--- src/rtl/rf_write_arbiter.sv ---
// Register-file write-port arbiter. The writeback stage and a buffered
// mul/div result FIFO share one write port; the FIFO wins when the pipe is idle or starved it.
module rf_write_arbiter #(
    parameter int FIFO_DEPTH   = 2,
    parameter int STARVE_LIMIT = 3
) (
    input  logic        clk,
    input  logic        rst,
    input  logic        pipe_valid,
    input  logic [4:0]  pipe_rd,
    input  logic [31:0] pipe_data,
    output logic        pipe_stall,
    input  logic        mdu_valid,
    input  logic [4:0]  mdu_rd,
    input  logic [31:0] mdu_data,
    output logic        mdu_ready,
    output logic        rf_we,
    output logic [4:0]  rf_rd,
    output logic [31:0] rf_wdata,
    output logic [5:0]  ledreg
);
    localparam int PTR_W = (FIFO_DEPTH > 1) ? $clog2(FIFO_DEPTH) : 1;
    localparam int CNT_W = $clog2(FIFO_DEPTH + 1);
    localparam int STV_W = (STARVE_LIMIT > 0) ? $clog2(STARVE_LIMIT + 1) : 1;

    typedef struct packed {
        logic [4:0]  rd;
        logic [31:0] data;
    } wr_ent_t;

    wr_ent_t          mem_q [FIFO_DEPTH];
    wr_ent_t          mem_d [FIFO_DEPTH];
    logic [PTR_W-1:0] wr_ptr_q, wr_ptr_d, rd_ptr_q, rd_ptr_d;
    logic [CNT_W-1:0] count_q, count_d;
    logic [STV_W-1:0] starve_q, starve_d;
    logic             rf_we_q, rf_we_d;
    logic [4:0]       rf_rd_q, rf_rd_d;
    logic [31:0]      rf_wdata_q, rf_wdata_d;
    logic [5:0]       ledreg_q, ledreg_d;

    logic    pipe_req, fifo_req, grant_fifo, grant_pipe, push;
    wr_ent_t sel;

    function automatic logic [PTR_W-1:0] ptr_inc(input logic [PTR_W-1:0] p);
        return (p == PTR_W'(FIFO_DEPTH - 1)) ? '0 : p + 1'b1;
    endfunction

    // Ready looks only at the registered count, so a same-cycle pop never opens a slot.
    assign mdu_ready = (count_q < CNT_W'(FIFO_DEPTH));

    always_comb begin
        pipe_req   = pipe_valid && (pipe_rd != 5'd0);
        fifo_req   = (count_q != '0);
        grant_fifo = fifo_req && (!pipe_req || (starve_q == STV_W'(STARVE_LIMIT)));
        grant_pipe = pipe_req && !grant_fifo;
        push       = mdu_valid && mdu_ready && (mdu_rd != 5'd0);
        pipe_stall = !rst && pipe_req && grant_fifo;
        sel        = grant_fifo ? mem_q[rd_ptr_q] : wr_ent_t'{rd: pipe_rd, data: pipe_data};

        mem_d = mem_q;
        if (push)
            mem_d[wr_ptr_q] = wr_ent_t'{rd: mdu_rd, data: mdu_data};
        wr_ptr_d = push ? ptr_inc(wr_ptr_q) : wr_ptr_q;
        rd_ptr_d = grant_fifo ? ptr_inc(rd_ptr_q) : rd_ptr_q;

        count_d = count_q;
        if (push && !grant_fifo)
            count_d = count_q + 1'b1;
        else if (!push && grant_fifo)
            count_d = count_q - 1'b1;

        starve_d = starve_q;
        if (grant_fifo || !fifo_req)
            starve_d = '0;
        else if (grant_pipe && (starve_q != STV_W'(STARVE_LIMIT)))
            starve_d = starve_q + 1'b1;

        rf_we_d    = grant_fifo || grant_pipe;
        rf_rd_d    = rf_we_d ? sel.rd : rf_rd_q;
        rf_wdata_d = rf_we_d ? sel.data : rf_wdata_q;
        ledreg_d   = (rf_we_d && (sel.rd == 5'd5)) ? sel.data[5:0] : ledreg_q;
    end

    always_ff @(posedge clk) begin
        mem_q <= mem_d;
    end

    always_ff @(posedge clk) begin
        if (rst) begin
            wr_ptr_q   <= '0;
            rd_ptr_q   <= '0;
            count_q    <= '0;
            starve_q   <= '0;
            rf_we_q    <= 1'b0;
            rf_rd_q    <= '0;
            rf_wdata_q <= '0;
            ledreg_q   <= '0;
        end else begin
            wr_ptr_q   <= wr_ptr_d;
            rd_ptr_q   <= rd_ptr_d;
            count_q    <= count_d;
            starve_q   <= starve_d;
            rf_we_q    <= rf_we_d;
            rf_rd_q    <= rf_rd_d;
            rf_wdata_q <= rf_wdata_d;
            ledreg_q   <= ledreg_d;
        end
    end

    assign rf_we    = rf_we_q;
    assign rf_rd    = rf_rd_q;
    assign rf_wdata = rf_wdata_q;
    assign ledreg   = ledreg_q;
endmodule

--- config.mk ---
export PLATFORM = sky130hd
export DESIGN_NAME = rf_write_arbiter
export DESIGN_NICKNAME = d
export VERILOG_FILES = /design/src/rtl/rf_write_arbiter.sv
export SDC_FILE = /design/constraint.sdc
export NUM_CORES = 1
export LEC_CHECK = 0
export CELL_PAD_IN_SITES_DETAIL_PLACEMENT = 0
export CELL_PAD_IN_SITES_GLOBAL_PLACEMENT = 1
export CORE_MARGIN = 3
export CORE_UTILIZATION = 39
export DETAILED_ROUTE_END_ITERATION = 10
export GPL_TIMING_DRIVEN = 0
export PLACE_DENSITY = 0.81
export SLEW_MARGIN = 40
export SYNTH_ARGS = -nofsm -noshare
export SYNTH_HDL_FRONTEND = slang
export SYNTH_SLANG_ARGS = --single-unit
--- constraint.sdc ---
create_clock -name clk -period 3.4 [get_ports clk]
set_clock_uncertainty 0.1 [all_clocks]
set_input_delay 0.34 -clock clk [delete_from_list [all_inputs] [get_ports clk]]
set_output_delay 0.34 -clock clk [all_outputs]
set_load 0.02 [all_outputs]
==> results.md <==
* Drt wl/cell at 17.0 µm
* Yosys reg bits at 124
* CP Data Required Time at 3630 ps
* Initial Util at 41.0%
* Root Driver: clkbuf_16
* F_max at 360 MHz
* Leakage power at 2.38 nW
* Final wirelength at 11,100 µm
* Post-CTS Setup Bufs at 0
* Final Hold Vio Count at 0
* Area after DPL at 6250 µm²
* Synth Area in Compound Gates at 14.3%
* Post-CTS sizing at 0
* R2R cell count at 10
* Clock latency reported for the late side of the worst-skew pair at 400 ps
* Setup CP Type: in2reg
* RSZ-0062 raised after global routing: no
* Final instance area at 6820 µm²
* Post-synth net total at 437
* GRT Util Overall at 16.8%
* Hold_buf cts at 0
* Die W at 117 µm
* Area growth syn-to-layout at 42.1%
* Gp weighted congestion at 0.772
* Vias in the first global route at 3,466
* Setup WS post-layout at 621 ps
* I/O pin count at 124
* Unique masters post-synth at 42
* Starting DRC count in detailed routing at 163
* Worst hold slack at 319 ps
* Final Net Count at 581
* Status: finished, final reports clean
* Row count at 39
* Hold Crit Class: reg2reg
* Final Setup Violations at 0
* Vias per cell at 5.06
* Synth Instances at 357
* CTS Buf Count at 17
* Synth Area in Simple Gates at 6.57%
* DR vias at 3,326
* # DRC at 0
* Measured slew at the worst slew-check pin at 561 ps
* Adder-cell area share of the yosys netlist at 0.522%
* Worst Setup End Kind: flip-flop
* DP Worst Slack at 219 ps
* First-pass GRT wire length at 17,200 µm
* Slew headroom at 62.6%
* DP Wirelength at 7880 µm
* Die height at 117 µm
* Period utilization at 81.7%
* Largest family of logic cells by synthesized area: compound AO/OA/AOI/OAI gates
* Post-synthesis xor/xnor area fraction at 0.730%
* WHS Path Cells at 1
* Maxcap violations at 0
* Max IR drop VDD at 0.403 mV
* Clk buf depth at 2
* Syn avg cell area at 13.4 µm²
* Number of flops mapped to enable cells by yosys at 74
* Final Power at 5.23 mW
* Post-synthesis mux area share at 7.85%
* Asr flop ratio synth at 0%
* Final Max Tran Viols at 0
* Total power divided by cell area at 767 nW/µm²
* WP data arrival at 3010 ps
* Largest net degree at the start of global routing at 38
* Min Tclk post-route at 2780 ps
* Worst-path clk slew at 50 ps
* Remaining global-route overflow at 0
* CTS tree: done
* CP Launch Type: primary input
* # diodes at 0
* Seq/Total Area, Yosys at 67.2%
* CTS H-Tree Depth at 4
* Initial antenna violation count at 0
* DIE AREA at 13,700 µm²
* Share of layout cells above drive strength 1 at 10.9%
* Most used flip-flop cell after synthesis: edfxtp_1
* Clock sink total at 124
* Count of input and output buffers at 123
* YS warnings at 0
* Post-Syn Area at 4800 µm²
* Antenna violation net count after detailed routing at 0
* Crit Path Max Fanout at 10
* DRT Pass-1 Iters at 4
* Core box area at 11,700 µm²
[metrics by stage]
step	setup TNS (ps)	util, %	cells
2_1_floorplan	0	-	357
3_3_place_gp	-37430	53.0	623
3_5_place_dp	0	53.4	625
4_1_cts	0	58.2	657
5_1_grt	0	58.2	657
6_report	0	58.2	657
[cells in the final DEF, fill, tap and decap left out, types with 2 or more instances in the layout]
| cell | instances |
|---|---|
| o21ai_1 | 6 |
| nor2_1 | 8 |
| clkbuf_16 | 17 |
| clkdlybuf4s50_1 | 123 |
| xor2_1 | 2 |
| buf_1 | 3 |
| o2bb2ai_1 | 35 |
| buf_4 | 2 |
| clkbuf_1 | 7 |
| buf_8 | 2 |
| and3_1 | 3 |
| or3_1 | 2 |
| buf_6 | 2 |
| edfxtp_1 | 74 |
| o211ai_1 | 6 |
| nand2_1 | 41 |
| dfxtp_1 | 50 |
| bufinv_16 | 3 |
| o41ai_1 | 6 |
| o21ai_0 | 35 |
| mux2i_1 | 35 |
| a22o_1 | 2 |
| ha_1 | 2 |
| nor2b_1 | 2 |
| xnor2_1 | 2 |
| inv_2 | 3 |
| buf_2 | 14 |
| clkinv_2 | 4 |
[power by group]
part	switching [mW]	total, mW	leakage [nW]	internal [mW]
Clock	0.596	1.74	0.276	1.14
Sequential	0.119	2.02	1.10	1.90
Combinational	0.826	1.47	1.00	0.645
[Yosys cell counts, types with 2 or more instances]
cell type / n / area share (%)
a22o_1: 2 / 0.37
and2_1: 2 / 0.26
and3_1: 3 / 0.39
buf_1: 3 / 0.23
buf_2: 14 / 1.5
buf_4: 2 / 0.31
buf_6: 2 / 0.47
dfxtp_1: 50 / 21
edfxtp_1: 74 / 46
ha_1: 2 / 0.52
inv_2: 3 / 0.23
mux2i_1: 35 / 7.3
nand2_1: 41 / 3.2
nor2_1: 8 / 0.63
nor2b_1: 3 / 0.39
o211ai_1: 6 / 0.94
o21ai_0: 35 / 3.7
o21ai_1: 6 / 0.63
o2bb2ai_1: 35 / 6.4
o41ai_1: 6 / 1.1
or3_1: 2 / 0.26
xnor2_1: 2 / 0.37
xor2_1: 2 / 0.37
[flip-flops by register name (all words and copies together) (netlist names)]
signal / cells
wr_ptr_q: 1
ledreg: 6
rd_ptr_q: 1
count_q: 2
starve_q: 2
rf_wdata: 32
rf_rd: 5
mem_q: 74
rf_we: 1
[worst paths after layout]
path                     from     endpoint  slack [ps]
setup / recovery   pipe_rd[4]   count_q[1]         620
hold / removal    starve_q[0]  starve_q[0]         320
setup reg to reg  starve_q[0]   count_q[1]         820
hold reg to reg   starve_q[0]  starve_q[0]         320
[area by class of cell]
| type | instances | area, µm² |
|---|---|---|
| multi-input cells | 207 | 1450 |
| well taps | 143 | 179 |
| clock buffers | 23 | 448 |
| flip-flops and latches | 124 | 3220 |
| clock inverters | 9 | 121 |
| fillers | 990 | 4890 |
| plain buffers | 22 | 123 |
| inverters | 4 | 15.0 |
| repair buffers | 125 | 1260 |
[cell families after synthesis]
kind of cell	after synthesis
adders and majority gates	2
and+or+nand+nor	68
buffers and inverters	26
DFF	124
AOI/OAI and AO/OA	96
xor gates and xnor gates	4
muxes	37
[critical path: stages]
cell and delay, ps:
clkdlybuf4s50_1 490, nor4_1 400, a22o_1 210, buf_6 150, buf_2 240, buf_2 280
inv_2 50, ha_1 330, or3_1 370, a21oi_1 140
[metal layers]
layer	GRT usage, %	vias up	share of wire, %
met4	6.57	0	1.4
met3	6.22	15	6.0
met2	27.7	100	49
met5	0	-	0
li1	-	1641	-
met1	20.0	1570	43
Note: power is estimated with default switching activity, not from simulation.
